<file path="src/rtl/pipe_hazard_ctrl_pkg.sv">
// Shared types for the pipeline hazard/stall controller: memory FSM encoding,
// register index width and the register-compare helper.
package pipe_hazard_ctrl_pkg;

  localparam int unsigned REG_W = 4;

  typedef enum logic {
    IDLE = 1'b0,
    BUSY = 1'b1
  } mem_state_e;

  function automatic logic reg_hit(input logic             used,
                                   input logic [REG_W-1:0] src,
                                   input logic [REG_W-1:0] dest);
    return used & (src == dest);
  endfunction

endpackage

</file>
<file path="src/rtl/pipe_hazard_ctrl_hazard_detect.sv">
// Purely combinational RAW hazard detection between the ID sources and the
// EXE/MEM destinations, with and without a forwarding unit.
module hazard_detect
  import pipe_hazard_ctrl_pkg::*;
(
  input  logic             fwd_en_i,
  input  logic [REG_W-1:0] id_src1_i,
  input  logic [REG_W-1:0] id_src2_i,
  input  logic             id_two_src_i,
  input  logic             id_src_valid_i,
  input  logic             exe_wb_en_i,
  input  logic [REG_W-1:0] exe_dest_i,
  input  logic             exe_mem_r_en_i,
  input  logic             mem_wb_en_i,
  input  logic [REG_W-1:0] mem_dest_i,
  input  logic             branch_taken_i,
  output logic             hazard_o
);

  logic exe_hit;
  logic mem_hit;

  always_comb begin
    exe_hit = reg_hit(id_src_valid_i, id_src1_i, exe_dest_i)
            | reg_hit(id_two_src_i,   id_src2_i, exe_dest_i);
    mem_hit = reg_hit(id_src_valid_i, id_src1_i, mem_dest_i)
            | reg_hit(id_two_src_i,   id_src2_i, mem_dest_i);
    hazard_o = 1'b0;
    if (!branch_taken_i) begin
      // With forwarding only a load in EXE cannot be bypassed in time.
      if (fwd_en_i) hazard_o = exe_hit & exe_wb_en_i & exe_mem_r_en_i;
      else          hazard_o = (exe_hit & exe_wb_en_i) | (mem_hit & mem_wb_en_i);
    end
  end

endmodule

</file>
<file path="src/rtl/pipe_hazard_ctrl.sv">
// Pipeline sequencer: hazard stalls, branch flush, SRAM request/ready FSM with
// timeout, and a saturating stall-cycle counter.
module pipe_hazard_ctrl
  import pipe_hazard_ctrl_pkg::*;
#(
  parameter int unsigned TIMEOUT = 255,
  parameter int unsigned CNT_W   = 16
) (
  input  logic             clk,
  input  logic             rst,
  input  logic             fwd_en,
  input  logic [REG_W-1:0] id_src1,
  input  logic [REG_W-1:0] id_src2,
  input  logic             id_two_src,
  input  logic             id_src_valid,
  input  logic             exe_wb_en,
  input  logic [REG_W-1:0] exe_dest,
  input  logic             exe_mem_r_en,
  input  logic             mem_wb_en,
  input  logic [REG_W-1:0] mem_dest,
  input  logic             branch_taken,
  input  logic             mem_r_en,
  input  logic             mem_w_en,
  input  logic             sram_ready,
  output logic             sram_req,
  output logic             if_freeze,
  output logic             id_bubble,
  output logic             flush,
  output logic             pipe_freeze,
  output logic             mem_err,
  output logic [CNT_W-1:0] stall_cycles
);

  localparam int unsigned TW = $clog2(TIMEOUT + 1);
  localparam logic [TW-1:0] TMO_LAST = TW'(TIMEOUT - 1);

  mem_state_e     state_q, state_d;
  logic [TW-1:0]  tmo_q, tmo_d;
  logic           mem_err_q, mem_err_d;
  logic [CNT_W-1:0] stall_q, stall_d;
  logic           hazard;
  logic           mem_req;

  hazard_detect u_hazard_detect (
    .fwd_en_i       (fwd_en),
    .id_src1_i      (id_src1),
    .id_src2_i      (id_src2),
    .id_two_src_i   (id_two_src),
    .id_src_valid_i (id_src_valid),
    .exe_wb_en_i    (exe_wb_en),
    .exe_dest_i     (exe_dest),
    .exe_mem_r_en_i (exe_mem_r_en),
    .mem_wb_en_i    (mem_wb_en),
    .mem_dest_i     (mem_dest),
    .branch_taken_i (branch_taken),
    .hazard_o       (hazard)
  );

  always_comb begin
    mem_req     = mem_r_en | mem_w_en;
    state_d     = state_q;
    tmo_d       = tmo_q;
    mem_err_d   = mem_err_q;
    sram_req    = 1'b0;
    pipe_freeze = 1'b0;
    unique case (state_q)
      IDLE: begin
        if (mem_req) begin
          sram_req    = 1'b1;
          pipe_freeze = 1'b1;
          state_d     = BUSY;
          tmo_d       = '0;
        end
      end
      BUSY: begin
        sram_req = 1'b1;
        if (sram_ready) begin
          state_d = IDLE;
        end else if (tmo_q == TMO_LAST) begin
          // Abandon the access: release the pipeline and latch the error.
          mem_err_d = 1'b1;
          state_d   = IDLE;
        end else begin
          pipe_freeze = 1'b1;
          tmo_d       = tmo_q + 1'b1;
        end
      end
      default: state_d = IDLE;
    endcase

    if_freeze = hazard | pipe_freeze;
    id_bubble = hazard & ~pipe_freeze;
    flush     = branch_taken & ~pipe_freeze;
    stall_d   = stall_q;
    if (if_freeze && (stall_q != '1)) stall_d = stall_q + 1'b1;
  end

  always_ff @(posedge clk) begin
    if (rst) begin
      state_q   <= IDLE;
      tmo_q     <= '0;
      mem_err_q <= 1'b0;
      stall_q   <= '0;
    end else begin
      state_q   <= state_d;
      tmo_q     <= tmo_d;
      mem_err_q <= mem_err_d;
      stall_q   <= stall_d;
    end
  end

  assign mem_err      = mem_err_q;
  assign stall_cycles = stall_q;

endmodule

</file>
<file path="config.mk">
export PLATFORM = sky130hd
export DESIGN_NAME = pipe_hazard_ctrl
export DESIGN_NICKNAME = d
export VERILOG_FILES = /design/src/rtl/pipe_hazard_ctrl_pkg.sv /design/src/rtl/pipe_hazard_ctrl_hazard_detect.sv /design/src/rtl/pipe_hazard_ctrl.sv
export SDC_FILE = /design/constraint.sdc
export NUM_CORES = 1
export LEC_CHECK = 0
export ABC_AREA = 1
export CAP_MARGIN = 0
export CORE_UTILIZATION = 45
export CTS_CLUSTER_DIAMETER = 40
export DETAILED_ROUTE_END_ITERATION = 10
export GPL_TIMING_DRIVEN = 0
export MAX_ROUTING_LAYER = met4
export PLACE_DENSITY = 0.85
export SLEW_MARGIN = 10
export SYNTH_ARGS = -nofsm -noshare
export SYNTH_HDL_FRONTEND = slang
export SYNTH_HIERARCHICAL = 1
export SYNTH_SLANG_ARGS = --single-unit
</file>
<file path="constraint.sdc">
create_clock -name clk -period 1.7 [get_ports clk]
set_clock_uncertainty 0.05 [all_clocks]
set_input_delay 0.425 -clock clk [delete_from_list [all_inputs] [get_ports clk]]
set_output_delay 0.425 -clock clk [all_outputs]
set_load 0.005 [all_outputs]
</file>
==> results of run 1 <==
area by class of cell:
| class | count | area [µm²] | area share |
|---|---|---|---|
| Buffer | 3 | 27.5 | 0.00996 |
| Sequential cell | 26 | 564 | 0.204 |
| Tap cell | 48 | 60.1 | 0.0217 |
| Clock buffer | 3 | 41.3 | 0.0149 |
| Inverter | 35 | 141 | 0.0512 |
| Timing Repair Buffer | 71 | 624 | 0.226 |
| Multi-Input combinational cell | 227 | 1310 | 0.472 |
state kept, by name, summed over array words and instances, names as in the netlist:
| signal | cells |
|---|---|
| stall_cycles | 16 |
| state_q | 1 |
| mem_err | 1 |
| tmo_q | 8 |
kinds of logic after synthesis:
| family | after synthesis | share of synthesized area |
|---|---|---|
| AO/OA/AOI/OAI | 33 | 0.106 |
| AND/OR/NAND/NOR | 178 | 0.439 |
| XOR/XNOR | 13 | 0.0625 |
| flip-flops | 26 | 0.286 |
| adder cells (fa/ha/maj) | 3 | 0.0206 |
| buffers and inverters | 38 | 0.0872 |
stage by stage:
| step | utilization | instance area (µm²) | power (µW) | TNS [ns] |
|---|---|---|---|---|
| finish | 0.733 | 2760 | 1410 | -2.97 |
| global route | 0.733 | 2760 | 1460 | -4.32 |
| CTS | 0.724 | 2730 | 1380 | -1.26 |
| detailed placement | 0.627 | 2360 | 942 | -15.90 |
| global placement | 0.627 | 2360 | 939 | -15.49 |
| floorplan | - | 1820 | 800 | 0 |
worst max-delay path: stages, from the launching register on:
cell	delay, ns
dfxtp_1	0.42
nand2_2	0.12
nor2_2	0.17
nand2_2	0.11
nand2_4	0.09
nand2_4	0.06
buf_6	0.13
nor2_4	0.06
buf_2	0.12
worst paths after layout:
path | start | endpoint | slack (ns)
setup / recovery | tmo_q[3] | flush | -0.34
hold / removal | stall_cycles[6] | stall_cycles[6] | 0.45
setup reg to reg | tmo_q[3] | mem_err | -0.31
hold reg to reg | stall_cycles[6] | stall_cycles[6] | 0.45
routing by layer:
metal | wire, µm | up-vias | track usage | share of wire
met5 | 0 | - | - | 0
met2 | 3010 | 162 | 0.515 | 0.48
met4 | 250 | 0 | 0.160 | 0.040
li1 | - | 1073 | - | -
met3 | 530 | 29 | 0.0382 | 0.085
met1 | 2440 | 1023 | 0.320 | 0.39
synth_stat cells:
| cell type | instances | share of area |
|---|---|---|
| nor3_1 | 3 | 0.0082 |
| buf_12 | 1 | 0.011 |
| nand3_4 | 2 | 0.019 |
| inv_1 | 32 | 0.066 |
| nand2_1 | 98 | 0.20 |
| nor2_8 | 1 | 0.011 |
| and2_1 | 1 | 0.0034 |
| a21oi_2 | 6 | 0.029 |
| nand4_4 | 1 | 0.012 |
| nand3_1 | 19 | 0.052 |
| o21ai_1 | 4 | 0.011 |
| nand2_4 | 1 | 0.0062 |
| nor2_1 | 40 | 0.082 |
| clkbuf_1 | 2 | 0.0041 |
| o21a_1 | 1 | 0.0041 |
| xor2_1 | 4 | 0.019 |
| o21ai_0 | 5 | 0.014 |
| inv_2 | 3 | 0.0062 |
| nand2_2 | 3 | 0.010 |
| xnor2_1 | 9 | 0.043 |
| nand4_1 | 4 | 0.014 |
| dfxtp_1 | 26 | 0.29 |
| a21boi_0 | 1 | 0.0041 |
| ha_1 | 3 | 0.021 |
| a21oi_1 | 16 | 0.044 |
| or2_2 | 1 | 0.0034 |
| nand3b_1 | 2 | 0.0082 |
| nor2_2 | 2 | 0.0069 |
power groups by stage:
stage / Combinational [µW] / Sequential [µW] / Clock [µW]
after global routing: 432 / 638 / 386
final: 405 / 638 / 368
after CTS: 377 / 641 / 359
after floorplan: 150 / 650 / 0
after global placement: 287 / 652 / 0
after detailed placement: 289 / 652 / 0
repair_timing:
item	CTS	global route
gates cloned	1	0
endpoints found under the setup margin	35	40
buffers inserted	27	7
resized for setup	127	62
pin swaps	26	31
==> summary.md, run 1 <==
| Metric | Value |
|---|---|
| FILL cells | between 200 and 300 |
| Synthesized area per cell | roughly 6.3 µm² |
| Fin crit share | 1.20 |
| Count of cell types in the netlist | 28 |
| Detailed Routing Iterations Pass 1 | 6 |
| Gate power share | 0.287 |
| Die width | roughly 66 µm |
| Longest Clk Path Bufs | 2 |
| Max Fclk | just under 500 MHz |
| Min-Delay Path Depth | 2 |
| Slew Limit Fails | 0 |
| CTS clk-pin slew, worst paths | 0.10 ns |
| CTS buffer count | 3 |
| Fin Hold WS | around 0.45 ns |
| Synth Warn # | 6 |
| WL per Instance | 15.1 µm |
| 1st-iter DRT viols | between 200 and 300 |
| Top-level I/O count | 50 |
| Largest net degree at the start of global routing | 14 |
| Internal power | slightly below 1000 µW |
| Mapped Cells | 291 |
| Leakage dissipation | approximately 0.0012 µW |
| Hold buffer count at CTS | 0 |
| Max Cap Viol | 0 |
| Clk_lat worst skew | 0.28 ns |
| Clock Sinks | 26 |
| Die area | roughly 4300 µm² |
| First-pass GRT wire length | between 9000 and 10000 µm |
| Vias in the first global route | 2149 |
| Final std cells w/o fill | 413 |
| Root Buffer | clkbuf_8 |
| Vias | between 2000 and 2500 |
| CP required | between 1 and 1.5 ns |
| Detailed placer's ending HPWL | 3180 µm |
| Worst setup path category | flop to output port |
| Syn Std Cell Area | ~1800 µm² |
| Cells after DPL | just under 400 |
| Worst r2r path cells | 12 |
| Initial antenna violation count | 0 |
| Final min period | between 2 and 2.5 ns |
| Rows | 22 |
| Worst Hold Class | flop to flop |
| Setup crit start kind | flop |
| Routability cong. | 0.846 |
| Area growth, synth to finish | 51.6% |
| Drt drc | 0 |
| Final hold viol count | 0 |
| CTS tree | yes |
| Gr usage total | 0.294 |
| Register area share after synthesis | 0.286 |
| Worst Path Arrival | between 1.5 and 2 ns |
| RSZ-0062 raised after global routing | true |
| Starting Density | 0.483 |
| Run status | finished, violations left |
| Final WL | 6230 µm |
| Die H | between 60 and 70 µm |
| Share of post-route cells with drive strength above 1 | 0.337 |
| Core area | 3770 µm² |
| Worst setup EP type | output port |
| Slew margin rel. | 0.591 |
| CP Max Fanout | 3 |
| Most frequent cells in the layout | nand2_1, nor2_1, inv_1, clkdlybuf4s50_1, nand3_1 |
| Failing checks | setup timing |
| IO buf count | between 40 and 50 |
| # setup viols final | 22 |
| DP Worst Slack | -1.09 ns |
| H-tree depth | 1 |
| Commonest non-fill, non-tap cell in the layout | nand2_1 |
| Slack of the critical path | -0.343 ns |
| Via/cell ratio | 5.54 |
| Sequential share of power | 0.452 |
| DRT antenna net count | 0 |
| P_sw | roughly 440 µW |
| Worst-Margin Slew | about 0.61 ns |
| Power Dens Cells | around 500 nW/µm² |
| Net Sw Frac | 0.315 |
| Max VDD drop | around 260 µV |
| Fin nets | around 400 |
| # diodes | 0 |
| FF+latch count, synth | 26 |
| GRT overflow | 0 |
| Syn Nets | approximately 320 |
| Clock share of power | 0.261 |
Note: power is estimated with default switching activity, not from simulation.
==> run 2, diff against run 1 <==
HOLD_SLACK_MARGIN = 0.08   (was unset)
SETUP_SLACK_MARGIN = 0.4   (was unset)
==> run 2 against run 1 <==
The run still ends with setup timing left. Critical path depth increased by 10. Hold slack worse by 0.0084 ns. Wire length increased by 32%. Via count increased by 16%. Sequential cell count unchanged. Register-to-register slack lost 0.10 ns. Die area unchanged. Non-clock buffer count rose by 24. Cell count up 6.3%. Critical path type is now input pin to flop. Largest power group unchanged. Highest routed layer unchanged.
==> summary.md, run 2 (same netlist as run 1, synthesis figures left out) <==
| Metric | Value |
|---|---|
| Run status | finished, violations left |
| Failing checks | setup timing |
| Final min period | 2.15 ns (+0.106 ns) |
| Max Fclk | 465 MHz (-5.0%) |
| Slack of the critical path | -0.449 ns (-0.106 ns) |
| Via/cell ratio | 6.05 (+9.2%) |
| 1st-iter DRT viols | 558 (+94%) |
| CTS buffer count | 3 (unchanged) |
| Worst setup path category | input pin to flop |
| RSZ-0062 raised after global routing | true |
| Root Buffer | clkbuf_8 |
| Fin nets | 423 (+6.3%) |
| Area growth, synth to finish | 68.4% |
| Share of post-route cells with drive strength above 1 | 0.455 (+0.118) |
| DRT antenna net count | 0 (unchanged) |
| Detailed placer's ending HPWL | 3400 µm (+6.8%) |
| Clock Sinks | 26 (unchanged) |
| Net Sw Frac | 0.325 (+0.00969) |
| Largest net degree at the start of global routing | 15 (+1) |
| Vias | 2655 (+16%) |
| Vias in the first global route | 2191 (+2.0%) |
| # setup viols final | 30 (+36%) |
| Setup crit start kind | input pin |
| Clock share of power | 0.263 (+0.002) |
| Gr usage total | 0.301 (+0.00704) |
| IO buf count | 48 (unchanged) |
| Die H | 65.7 µm (unchanged) |
| Number of flip-flops in the largest register | 16 (unchanged) |
| Worst setup EP type | flop |
| Leakage dissipation | 0.00147 µW (+22%) |
| Die width | 65.7 µm (unchanged) |
| P_sw | 522 µW (+18%) |
| Sequential share of power | 0.386 (-0.066) |
| Worst-Margin Slew | 0.673 ns (+0.0599 ns) |
| Final WL | 8250 µm (+32%) |
| # diodes | 0 (unchanged) |
| First-pass GRT wire length | 9660 µm (+3.2%) |
| Detailed Routing Iterations Pass 1 | 7 (+1) |
| CP Max Fanout | 6 (+3) |
| CTS clk-pin slew, worst paths | 0.09 ns (about the same) |
| Fin crit share | 1.26 (+0.0626) |
| Initial antenna violation count | 0 (unchanged) |
| WL per Instance | 18.8 µm (+25%) |
| GRT overflow | 0 (unchanged) |
| Final core utilization | 0.814 (+0.0813) |
| Final std cells w/o fill | 439 (+6.3%) |
| Most used cell, CP | nand2_1 |
| CP cell instances | clkbuf_2 > inv_1 > nand2_1 > nand2_1 > nor2_1 > nand3_1 > nand2_1 > nand2_1 > a21oi_2 > inv_2 > nand3_4 > buf_6 > buf_8 > nand2_8 > buf_12 > buf_16 > nand2_1 > a21oi_2 |
| Commonest non-fill, non-tap cell in the layout | nand2_1 |
| Core area | 3770 µm² (unchanged) |
| Setup TNS | -8.16 ns (-5.19 ns) |
| Power Dens Cells | 524 nW/µm² (+2.7%) |
| Routability cong. | 0.841 (-0.63%) |
| Final hold viol count | 0 (unchanged) |
| Worst Path Arrival | 2.26 ns (+0.69 ns) |
| Slew margin rel. | 0.551 (-0.0399) |
| Slew Limit Fails | 0 (unchanged) |
| H-tree depth | 1 (unchanged) |
| Max VDD drop | 316 µV (+20%) |
| Die area | 4310 µm² (unchanged) |
| Most frequent cells in the layout | nand2_1, nor2_1, buf_6, buf_4, inv_1 |
| Gate power share | 0.351 (+0.064) |
| Longest Clk Path Bufs | 2 (unchanged) |
| CP required | 1.81 ns (+0.59 ns) |
| CP max stage cell | nor2_1 |
| Internal power | 1090 µW (+13%) |
| Top-level I/O count | 50 (unchanged) |
| Cells after DPL | 387 (unchanged) |
| Worst Hold Class | flop to flop |
| Clk_lat worst skew | 0.28 ns (about the same) |
| Setup slack, reg-to-reg | -0.41 ns (-0.10 ns) |
| Drt drc | 0 (unchanged) |
| Highest cell delay on the worst timing path | 0.15 ns (-0.27 ns) |
| Rows | 22 (unchanged) |
| Starting Density | 0.483 (unchanged) |
| CTS tree | yes |
| Max Cap Viol | 0 (unchanged) |
run 2: changes by cell type in the layout (fill, tap and decap cells not counted), moves of 5 or more:
| cell | before | now |
|---|---|---|
| clkdlybuf4s50_1 | 19 | 3 |
| dfxtp_2 | 11 | 5 |
| nor2_1 | 32 | 37 |
| clkbuf_2 | 7 | 17 |
| nand2_4 | 2 | 8 |
| buf_6 | 14 | 29 |
| dfxtp_4 | 8 | 15 |
| nand2_1 | 89 | 77 |
| nand2_2 | 10 | 16 |
| buf_4 | 9 | 24 |
run 2: power by group through the flow:
stage / combinational [µW] / sequential, µW / clock, µW
floorplan: 159 / 651 / 0
finish: 565 / 621 / 424
CTS: 410 / 617 / 412
detailed placement: 305 / 654 / 0
global route: 589 / 621 / 436
global placement: 298 / 655 / 0
run 2: path summary, 6_finish.rpt:
check | startpoint | endpoint | cells after the start
hold / removal | mem_err | mem_err | 1
setup / recovery | id_src2[3] | stall_cycles[3] | 18
setup reg to reg | tmo_q[4] | stall_cycles[3] | 13
hold reg to reg | mem_err | mem_err | 1
run 2: final cells by class:
class | instances | area (µm²)
buffer | 3 | 28.8
timing repair buffer | 95 | 855
tap | 48 | 60.1
sequential | 26 | 583
inverter | 35 | 151
fill | 201 | 701
multi-input combinational | 227 | 1330
timing repair inverter | 1 | 11.3
clock buffer | 4 | 55.1
run 2: metal layers:
| metal | GRT usage | vias to the layer above | wire (µm) |
|---|---|---|---|
| met5 | - | - | 0 |
| met4 | 0.160 | 0 | 554 |
| met3 | 0.0208 | 81 | 832 |
| met2 | 0.532 | 252 | 3910 |
| met1 | 0.336 | 1201 | 2940 |
| li1 | - | 1121 | - |
run 2: worst max-delay path: cells and delay by family:
kind | cells | cell delay (ns)
AOI/OAI and AO/OA | 2 | 0.21
buffers and inverters | 7 | 0.76
and+or+nand+nor | 9 | 0.86
run 2: through the flow:
stage / worst slack [ns] / power (µW) / instance area, µm² / hold slack [ns]
final: -0.449 / 1610 / 3070 / 0.439
after global routing: -0.503 / 1650 / 3070 / 0.450
after CTS: -0.311 / 1440 / 2840 / 0.423
after detailed placement: -1.12 / 959 / 2390 / 0.417
after global placement: -1.09 / 953 / 2390 / 0.414
after floorplan: 0.108 / 810 / 1850 / 0.402
run 2: timing repair:
item	4_1_cts	5_1_grt
cloned	2	0
buffers inserted	35	11
hold buffers	0	0
endpoints found under the setup margin	47	41
pin swaps	12	23
resized for setup	181	84
